==> config.mk <==
export PLATFORM = sky130hd
export DESIGN_NAME = special_request_arbiter_flat
export DESIGN_NICKNAME = d
export VERILOG_FILES = /design/src/rtl/special_request_arbiter_if.sv /design/src/rtl/special_request_arbiter.sv /design/src/flat_wrapper.sv
export SDC_FILE = /design/constraint.sdc
export NUM_CORES = 1
export LEC_CHECK = 0
export CAP_MARGIN = 20
export CORE_MARGIN = 2
export CORE_UTILIZATION = 60
export CTS_BUF_LIST = sky130_fd_sc_hd__clkbuf_8
export CTS_CLUSTER_DIAMETER = 120
export DETAILED_ROUTE_END_ITERATION = 12
export GPL_TIMING_DRIVEN = 0
export PLACE_DENSITY_LB_ADDON = 0.2
export REMOVE_ABC_BUFFERS = 1
export SYNTH_ARGS = -nofsm -noshare
export SYNTH_HDL_FRONTEND = slang
export SYNTH_SLANG_ARGS = --single-unit
==> constraint.sdc <==
create_clock -name Clk -period 6.18 [get_ports Clk]
set_clock_uncertainty 0.2 [all_clocks]
set_input_delay 1.236 -clock Clk [delete_from_list [all_inputs] [get_ports Clk]]
set_output_delay 1.236 -clock Clk [all_outputs]
set_load 0.01 [all_outputs]
==> src/rtl/special_request_arbiter_if.sv <==
// Request/grant bundle between roadside detectors and the preemption arbiter.
interface special_request_arbiter_if #(
  parameter int N_REQ = 4
);
  // Req is a level held while a vehicle is present; it is not latched, so a
  // requester is only considered if Req is still high when the arbiter is idle.
  // Grant is the registered acknowledgement and stays high for the whole grant.
  logic [N_REQ-1:0] Req;
  logic [N_REQ-1:0] Req_Dir;
  logic [N_REQ-1:0] Grant;
  logic             Main_Special;
  logic             Side_Special;
  logic             Busy;
  logic             Timeout;

  modport master (
    output Req, Req_Dir,
    input  Grant, Main_Special, Side_Special, Busy, Timeout
  );

  modport slave (
    input  Req, Req_Dir,
    output Grant, Main_Special, Side_Special, Busy, Timeout
  );
endinterface

==> src/rtl/special_request_arbiter.sv <==
// Round-robin arbiter for emergency-vehicle preemption with hold dwell and cooldown.
// Optional grant cap with Timeout pulse is enabled by defining ARB_TIMEOUT_EN.
module special_request_arbiter #(
  parameter int N_REQ        = 4,
  parameter int HOLD_CYCLES  = 16,
  parameter int PULSE_CYCLES = 2,
  parameter int COOL_CYCLES  = 8,
  parameter int MAX_GRANT    = 64
) (
  input  logic                      Clk,
  input  logic                      Rst,
  special_request_arbiter_if.slave  bus,
  output logic [1:0]                dbg_state
);

  localparam logic [1:0] IDLE  = 2'd0;
  localparam logic [1:0] GRANT = 2'd1;
  localparam logic [1:0] COOL  = 2'd2;

  localparam int IDX_W   = $clog2(N_REQ);
  localparam int HOLD_W  = $clog2(HOLD_CYCLES + 1);
  localparam int PULSE_W = $clog2(PULSE_CYCLES + 1);
  localparam int COOL_W  = $clog2(COOL_CYCLES + 1);

  logic [1:0]         state;
  logic [IDX_W-1:0]   rr_ptr;
  logic [IDX_W-1:0]   gnt_idx;
  logic [IDX_W-1:0]   sel_idx;
  logic [IDX_W-1:0]   cand;
  logic [IDX_W-1:0]   next_ptr;
  logic               sel_valid;
  logic               dir;
  logic [HOLD_W-1:0]  hold_cnt;
  logic [PULSE_W-1:0] pulse_cnt;
  logic [COOL_W-1:0]  cool_cnt;
  logic [N_REQ-1:0]   one_hot_base;
  logic               req_cur;
  logic               cap_hit;
  logic               end_grant;

  assign dbg_state    = state;
  assign one_hot_base = {{(N_REQ-1){1'b0}}, 1'b1};
  assign req_cur      = bus.Req[gnt_idx];

  // First asserted request at or after rr_ptr, wrapping modulo N_REQ.
  always_comb begin
    sel_valid = 1'b0;
    sel_idx   = '0;
    cand      = '0;
    for (int j = 0; j < N_REQ; j++) begin
      cand = IDX_W'((int'(rr_ptr) + j) % N_REQ);
      if (!sel_valid && bus.Req[cand]) begin
        sel_valid = 1'b1;
        sel_idx   = cand;
      end
    end
  end

  assign next_ptr = (sel_idx == IDX_W'(N_REQ - 1)) ? '0 : sel_idx + 1'b1;

`ifdef ARB_TIMEOUT_EN
  localparam int GC_W = $clog2(MAX_GRANT + 1);
  logic [GC_W-1:0] grant_cnt;

  // grant_cnt holds the number of cycles the current grant has been visible.
  always_ff @(posedge Clk) begin
    if (Rst) begin
      grant_cnt <= '0;
    end else if (state == IDLE && sel_valid) begin
      grant_cnt <= GC_W'(1);
    end else if (state == GRANT && grant_cnt != GC_W'(MAX_GRANT)) begin
      grant_cnt <= grant_cnt + 1'b1;
    end
  end

  assign cap_hit = (grant_cnt == GC_W'(MAX_GRANT));
`else
  assign cap_hit = 1'b0;
`endif

  assign end_grant = ((hold_cnt == '0) && !req_cur) || cap_hit;

  always_ff @(posedge Clk) begin
    if (Rst) begin
      state            <= IDLE;
      rr_ptr           <= '0;
      gnt_idx          <= '0;
      dir              <= 1'b0;
      hold_cnt         <= '0;
      pulse_cnt        <= '0;
      cool_cnt         <= '0;
      bus.Grant        <= '0;
      bus.Main_Special <= 1'b0;
      bus.Side_Special <= 1'b0;
      bus.Busy         <= 1'b0;
      bus.Timeout      <= 1'b0;
    end else begin
      bus.Timeout <= 1'b0;
      case (state)
        IDLE: begin
          if (sel_valid) begin
            state            <= GRANT;
            gnt_idx          <= sel_idx;
            bus.Grant        <= one_hot_base << sel_idx;
            dir              <= bus.Req_Dir[sel_idx];
            bus.Main_Special <= ~bus.Req_Dir[sel_idx];
            bus.Side_Special <= bus.Req_Dir[sel_idx];
            hold_cnt         <= HOLD_W'(HOLD_CYCLES - 1);
            pulse_cnt        <= PULSE_W'(PULSE_CYCLES - 1);
            rr_ptr           <= next_ptr;
            bus.Busy         <= 1'b1;
          end
        end
        GRANT: begin
          if (hold_cnt != '0) hold_cnt <= hold_cnt - 1'b1;
          // Direction was latched at the grant edge; Req_Dir is not consulted here.
          if (pulse_cnt != '0) begin
            pulse_cnt        <= pulse_cnt - 1'b1;
            bus.Main_Special <= ~dir;
            bus.Side_Special <= dir;
          end else begin
            bus.Main_Special <= 1'b0;
            bus.Side_Special <= 1'b0;
          end
          if (end_grant) begin
            state            <= COOL;
            bus.Grant        <= '0;
            bus.Main_Special <= 1'b0;
            bus.Side_Special <= 1'b0;
            cool_cnt         <= COOL_W'(COOL_CYCLES - 1);
            bus.Timeout      <= cap_hit && req_cur;
          end
        end
        COOL: begin
          if (cool_cnt == '0) begin
            state    <= IDLE;
            bus.Busy <= 1'b0;
          end else begin
            cool_cnt <= cool_cnt - 1'b1;
          end
        end
        default: begin
          state     <= IDLE;
          bus.Grant <= '0;
          bus.Busy  <= 1'b0;
        end
      endcase
    end
  end

endmodule

==> src/flat_wrapper.sv <==
// flat-port wrapper written by rule: the top's interface ports become plain ports
module special_request_arbiter_flat 
#(
  parameter int N_REQ        = 4,
  parameter int HOLD_CYCLES  = 16,
  parameter int PULSE_CYCLES = 2,
  parameter int COOL_CYCLES  = 8,
  parameter int MAX_GRANT    = 64
)
  (Clk, Rst, dbg_state, bus_Req, bus_Req_Dir, bus_Grant, bus_Main_Special, bus_Side_Special, bus_Busy, bus_Timeout);
  special_request_arbiter_if #(.N_REQ(N_REQ)) bus_i ();
  input  logic Clk;
  input  logic Rst;
  output logic [1:0] dbg_state;
  input wire logic [$bits(bus_i.Req)-1:0] bus_Req;
  input wire logic [$bits(bus_i.Req_Dir)-1:0] bus_Req_Dir;
  output wire logic [$bits(bus_i.Grant)-1:0] bus_Grant;
  output wire logic [$bits(bus_i.Main_Special)-1:0] bus_Main_Special;
  output wire logic [$bits(bus_i.Side_Special)-1:0] bus_Side_Special;
  output wire logic [$bits(bus_i.Busy)-1:0] bus_Busy;
  output wire logic [$bits(bus_i.Timeout)-1:0] bus_Timeout;
  assign bus_i.Req = bus_Req;
  assign bus_i.Req_Dir = bus_Req_Dir;
  assign bus_Grant = bus_i.Grant;
  assign bus_Main_Special = bus_i.Main_Special;
  assign bus_Side_Special = bus_i.Side_Special;
  assign bus_Busy = bus_i.Busy;
  assign bus_Timeout = bus_i.Timeout;
  special_request_arbiter #(.N_REQ(N_REQ), .HOLD_CYCLES(HOLD_CYCLES), .PULSE_CYCLES(PULSE_CYCLES), .COOL_CYCLES(COOL_CYCLES), .MAX_GRANT(MAX_GRANT)) u_core (.Clk(Clk), .Rst(Rst), .bus(bus_i), .dbg_state(dbg_state));
endmodule
## Yosys cells after proc, flatten, opt, wreduce, memory -nomap -nowiden

Cells that the tools add are included.

| storage, ports and cells | value |
|---|---|
| output and inout bits | 10 |
| logic and storage cells | 108 |
| flip-flop bits (word level) | 25 |
| bits of input ports | 10 |

| cells by class | value |
|---|---|
| $add $sub $neg | 7 |
| bitwise logic cells | 4 |
| order comparisons | 6 |
| multiplexer cells | 47 |
| eq/ne operators | 9 |
| reduce and logical (&&, ||, !) cells | 23 |
| shifts and indexed selects | 1 |

Operators with widths:

| kind | number |
|---|---|
| 2-bit by 3-bit less-than comparator with 1-bit output, second input constant | 6 |
| 1-bit two-way mux | 18 |
| 2-bit two-way mux | 9 |
| 3-bit AND reduction | 6 |
| 4-bit two-way mux | 4 |
| 1-bit binary-select mux with 2-bit select | 6 |
| 4-bit one-hot mux with 3 select lines | 1 |
| 5-bit two-way mux | 2 |
| 2-bit by 1-bit inequality test with 1-bit output, second input constant | 5 |
| 5-bit one-hot mux with 2 select lines | 1 |
| 4-bit one-hot mux with 2 select lines | 1 |
| 2-bit one-hot mux with 3 select lines | 1 |
| 2-bit nonzero test | 3 |
| 5-bit zero test | 1 |
| 5-bit nonzero test | 1 |
| 5-bit by 1-bit subtractor with 5-bit output, second input constant | 1 |
| 2-bit by 1-bit adder with 2-bit output, second input constant | 2 |
| 2-bit adder, second input constant | 2 |
| 2-bit == test, second input constant | 2 |
| 1-bit logical AND | 4 |
| 1-bit zero test | 4 |
| 4-bit zero test | 1 |
| 1-bit NOT | 4 |
| 1-bit one-hot mux with 2 select lines | 2 |
| 9 further kinds | 10 |

## Depth between registers and ports, before layout

| logic depth | value |
|---|---|
| depth in word-level cells | 17 |
| depth in mapped cells | 9 |

## Worst setup path after synthesis

Ideal clock, no wire load.

| timing path | value |
|---|---|
| kind | input to register |
| start point | in bus_Req[1] |
| end point | reg u_core.bus.Grant[3] |
| required time | 5.860 ns |
| arrival time | 2.583 ns |
| buffers on the path | 0 |
| stages | 7 |
| setup time | 0.120 ns |
| setup slack | 3.277 ns |
| path through | or3b_2 o221ai_1 inv_1 ha_1 nand2_1 nor3_1 a211o_1 |

| between the ends | value |
|---|---|
| word-level cells in the longest chain between the ends | 15 |
| elaborated cells between the ends (all ways) | 32 |
| those cells by class | eq/ne (2); shift (1); mux (20); reduce/logical (9) |

RTL lines:

| what | line | source |
|---|---|---|
| start, declared | flat_wrapper.sv:15 | `input wire logic [$bits(bus_i.Req)-1:0] bus_Req;` |
| 1-bit binary-select mux with 2-bit select | special_request_arbiter.sv:52 | `if (!sel_valid && bus.Req[cand]) begin` |
| 1-bit two-way mux (not written as such) | special_request_arbiter.sv:52 |  |
| 1-bit two-way mux | special_request_arbiter.sv:52 |  |
| 1-bit zero test | special_request_arbiter.sv:52 |  |
| 1-bit logical AND | special_request_arbiter.sv:52 |  |
| 1-bit two-way mux | special_request_arbiter.sv:52 |  |
| 1-bit zero test | special_request_arbiter.sv:52 |  |
| 1-bit logical AND | special_request_arbiter.sv:52 |  |
| 1-bit two-way mux | special_request_arbiter.sv:52 |  |
| 1-bit zero test | special_request_arbiter.sv:52 |  |
| 1-bit logical AND | special_request_arbiter.sv:52 |  |
| 2-bit two-way mux * | special_request_arbiter.sv:52 |  |
| named net u_core.sel_idx[0] | special_request_arbiter.sv:28 | `logic [IDX_W-1:0] sel_idx;` |
| 1-bit by 2-bit << shifter with 4-bit output * | special_request_arbiter.sv:104 | `bus.Grant <= one_hot_base << sel_idx;` |
| 4-bit two-way mux * | special_request_arbiter.sv:101 | `if (sel_valid) begin` |
| 4-bit one-hot mux with 3 select lines * | special_request_arbiter.sv:99 | `case (state)` |
| end signal, assigned | special_request_arbiter.sv:104 |  |
| end, declared | special_request_arbiter_if.sv:23 | `output Grant, Main_Special, Side_Special, Busy, Timeout` |

Mark *: on every way through the listed nets, which the timed path passes. The rest lies on a longest branch. The select of a mux whose other input is x is not followed.
A chain may end at the register's enable or synchronous reset.

## Worst setup path in the final report

| timing path | value |
|---|---|
| start point | in bus_Req[2] |
| end point | reg u_core.bus.Grant[1] |

The elaborated chain is that of the path after synthesis.

==> reports/metrics.yaml <==
antenna_cells: 0
ctsHoldBuffers: 0
path_clk_slew_ns: 0.09
max-vdd-ir-drop_mv: 0.438
row_count: 18
yosysSeqAreaShare_pct: 30.6
dieHeight_um: 56.2
tightest_slew_ns: 0.841
ant_nets: 0
fin_crit_ns: 3.49
die_area_um2: 3160
hpwl_mm: 2.46
grt_pass1_wl_mm: 5.84
report.final.slew_viol_count: 0
wirelength_mm: 3.48
whs_endpoint: "u_core.cool_cnt[0]"
cts-root-buf: "clkbuf_8"
clockBufferDepth: 2
min_path_cells: 1
drc: 0
cts_sinks: 25
drive_above_1_share_pct: 7.08
yosysMostFrequentCell: "dfxtp_1"
crit_path_start_kind: "primary input"
nNetsFinal: 233
synth_top_area_cell: "dfxtp_1"
start_util_pct: 64.9
worstPathCellList: "clkdlybuf4s50_1 -> or3b_2 -> o221ai_1 -> inv_1 -> ha_1 -> nand2_1 -> nor3_1 -> a211o_1"
placed_cells: 237
synthTopCellsByArea: "dfxtp_1 31%, ha_1 7.6%, a21oi_1 4.9%, nand2_1 4.1%, nor3_1 4.0%"
firstDrtPassIters: 4
ys_warn_count: 0
async_flop_share_pct: 0
r2r-start: "u_core.dbg_state[1]"
ctsResizeCount: 0
syn-cell-area_um2: 1640
htreeDepth: 1
grt_pass1_vias: 1416
grt_max_degree: 32
maxCapViolations: 0
met1Wirelength_mm: 1.65
r2r-end: "u_core.bus.Main_Special"
min-delay-start: "u_core.cool_cnt[0]"
cp-end-kind: "flip-flop"
die_x_um: 56.2
ff2ff_setup_slack_ns: 3.60
viasPerCell: 6.14
hold_ws_ns: 0.309
track_usage_pct: 22.9
slew_headroom_pct: 44.0
met2_length_mm: 1.65
crit_family: "buffers and inverters"
max_stage_delay_ns: 0.62
crit_fanout: 7
cpMaxStageDelayCell: "clkdlybuf4s50_1"
cts_tree: "built"
synth-main-ff-cell: "dfxtp_1"
top_layer: "met4"
critPathKind: "primary input to flip-flop"
grt-ovfl-total: 0
routabilityCongestion: 0.852
status: "completed"
nFillCells: 206
ys_ff_latch: 25
syn2layout_area_growth_pct: 13.6
critPathBufInv: 2
numCtsBuffers: 3
final_cells: 242
finalSetupTns_ns: 0
wl_per_cell_um: 14.4
reg2reg_depth: 7
met3_length_um: 117
synth_top_area_share_pct: 30.6
seq_area_um2: 500
setup-violations-final: 0
worst_ep_arrival_time_ns: 3.46
hp-class: "flip-flop to flip-flop"
port_buffers: 18
post-cts-setup-buffers: 0
finalCritPeriodShare_pct: 56.4
route.vias.total: 1486
max_freq_ghz: 0.287
synth_edf_count: 0
clock_latency_ns: 0.28
synth.avg_cell_area_um2: 8.22
critPathRequiredTime_ns: 6.15
antenna_found_initial: 0
io_pins: 20
dpl_cell_area_um2: 1790
power.leakage_nw: 0.746
p_per_area_nw_per_um2: 486
synthCells: 199
finalPower_uw: 903
multi_input_area_um2: 1010
rsz0062_at_grt: "false"
finalHoldViolations: 0
synthTopCellsByCount: "25 x dfxtp_1, 18 x nand2_1, 16 x a21oi_1, 15 x inv_1, 13 x nor3_1"
yosys.cell_types.count: 52
finalInstanceArea_um2: 1860
core_area_um2: 2520
initialDrtViolationCount: 50
[stage by stage]
stage	utilization [%]	setup WS, ns
after floorplan	-	3.27
after global routing	73.7	2.58
after detailed placement	70.8	2.41
after CTS	72.6	2.70
final	73.7	2.69
after global placement	70.8	2.47
[layer usage]
metal	vias up	GRT usage, %
met2	31	38.8
met3	7	3.02
met4	0	10.2
li1	754	-
met5	-	0
met1	694	28.6
[report_power, final]
part / leakage [nW] / internal [mW] / switching, mW / total (mW)
clock: 0.0255 / 0.0453 / 0.0564 / 0.102
sequential: 0.207 / 0.226 / 0.0585 / 0.284
combinational: 0.514 / 0.224 / 0.293 / 0.517
[cells in the final DEF (no fill, tap or decap), types with 4 or more instances in the layout]
cell type	n
clkdlybuf4s50_1	18
ha_1	10
nor3b_1	5
a21oi_1	16
o211ai_1	6
nand2_1	18
a211o_1	5
nor2_1	12
a211oi_1	6
dfxtp_1	25
o21ai_0	5
nand3_1	8
inv_1	15
nor2b_1	4
nor3_1	13
[sequential cells by signal (all words and copies together), names as in the netlist]
| signal | count |
|---|---|
| u_core.hold_cnt | 5 |
| u_core.bus.Side_Special | 1 |
| u_core.bus.Busy | 1 |
| u_core.dbg_state | 2 |
| u_core.bus.Main_Special | 1 |
| u_core.dir | 1 |
| u_core.pulse_cnt | 2 |
| u_core.gnt_idx | 2 |
| u_core.rr_ptr | 2 |
| u_core.bus.Grant | 4 |
| u_core.cool_cnt | 4 |
[worst register-to-register path, cell delays in order (launching register included)]
cell	delay, ns
dfxtp_1	0.35
inv_1	0.08
ha_1	0.50
nor2_1	0.13
a21oi_1	0.68
o21a_1	0.23
o32ai_1	0.07
or2_1	0.23
[worst max path at each step]
stage / end / slack (ns) / depth (start not counted) / from
2_1_floorplan: u_core.bus.Grant[3] / 3.27 / 7 / bus_Req[1]
3_3_place_gp: u_core.bus.Grant[3] / 2.47 / 8 / bus_Req[2]
3_5_place_dp: u_core.bus.Grant[1] / 2.41 / 8 / bus_Req[2]
4_1_cts: u_core.bus.Grant[1] / 2.70 / 8 / bus_Req[2]
5_1_grt: u_core.bus.Grant[3] / 2.58 / 8 / bus_Req[1]
6_report: u_core.bus.Grant[1] / 2.69 / 8 / bus_Req[2]
[cell families (layout without fill, tap and decap cells)]
group | Yosys count | in the layout | synth area share, %
and+or+nand+nor | 77 | 77 | 25.8
AOI/OAI and AO/OA | 54 | 54 | 23.3
DFF | 25 | 25 | 30.6
buffers and inverters | 25 | 38 | 7.64
adders and majority gates | 10 | 10 | 7.65
xor gates and xnor gates | 4 | 4 | 2.14
muxes | 3 | 3 | 2.68
other | 1 | 1 | 0.229
[final cells by class]
| type | count | share of cell area (%) |
|---|---|---|
| multi-input combinational | 149 | 54.4 |
| sequential | 25 | 26.9 |
| timing repair buffer | 19 | 11.2 |
| inverter | 15 | 3.03 |
| clock buffer | 3 | 2.22 |
| tap | 30 | 2.02 |
| clock inverter | 1 | 0.269 |
Note: power is estimated with default switching activity, not from simulation.
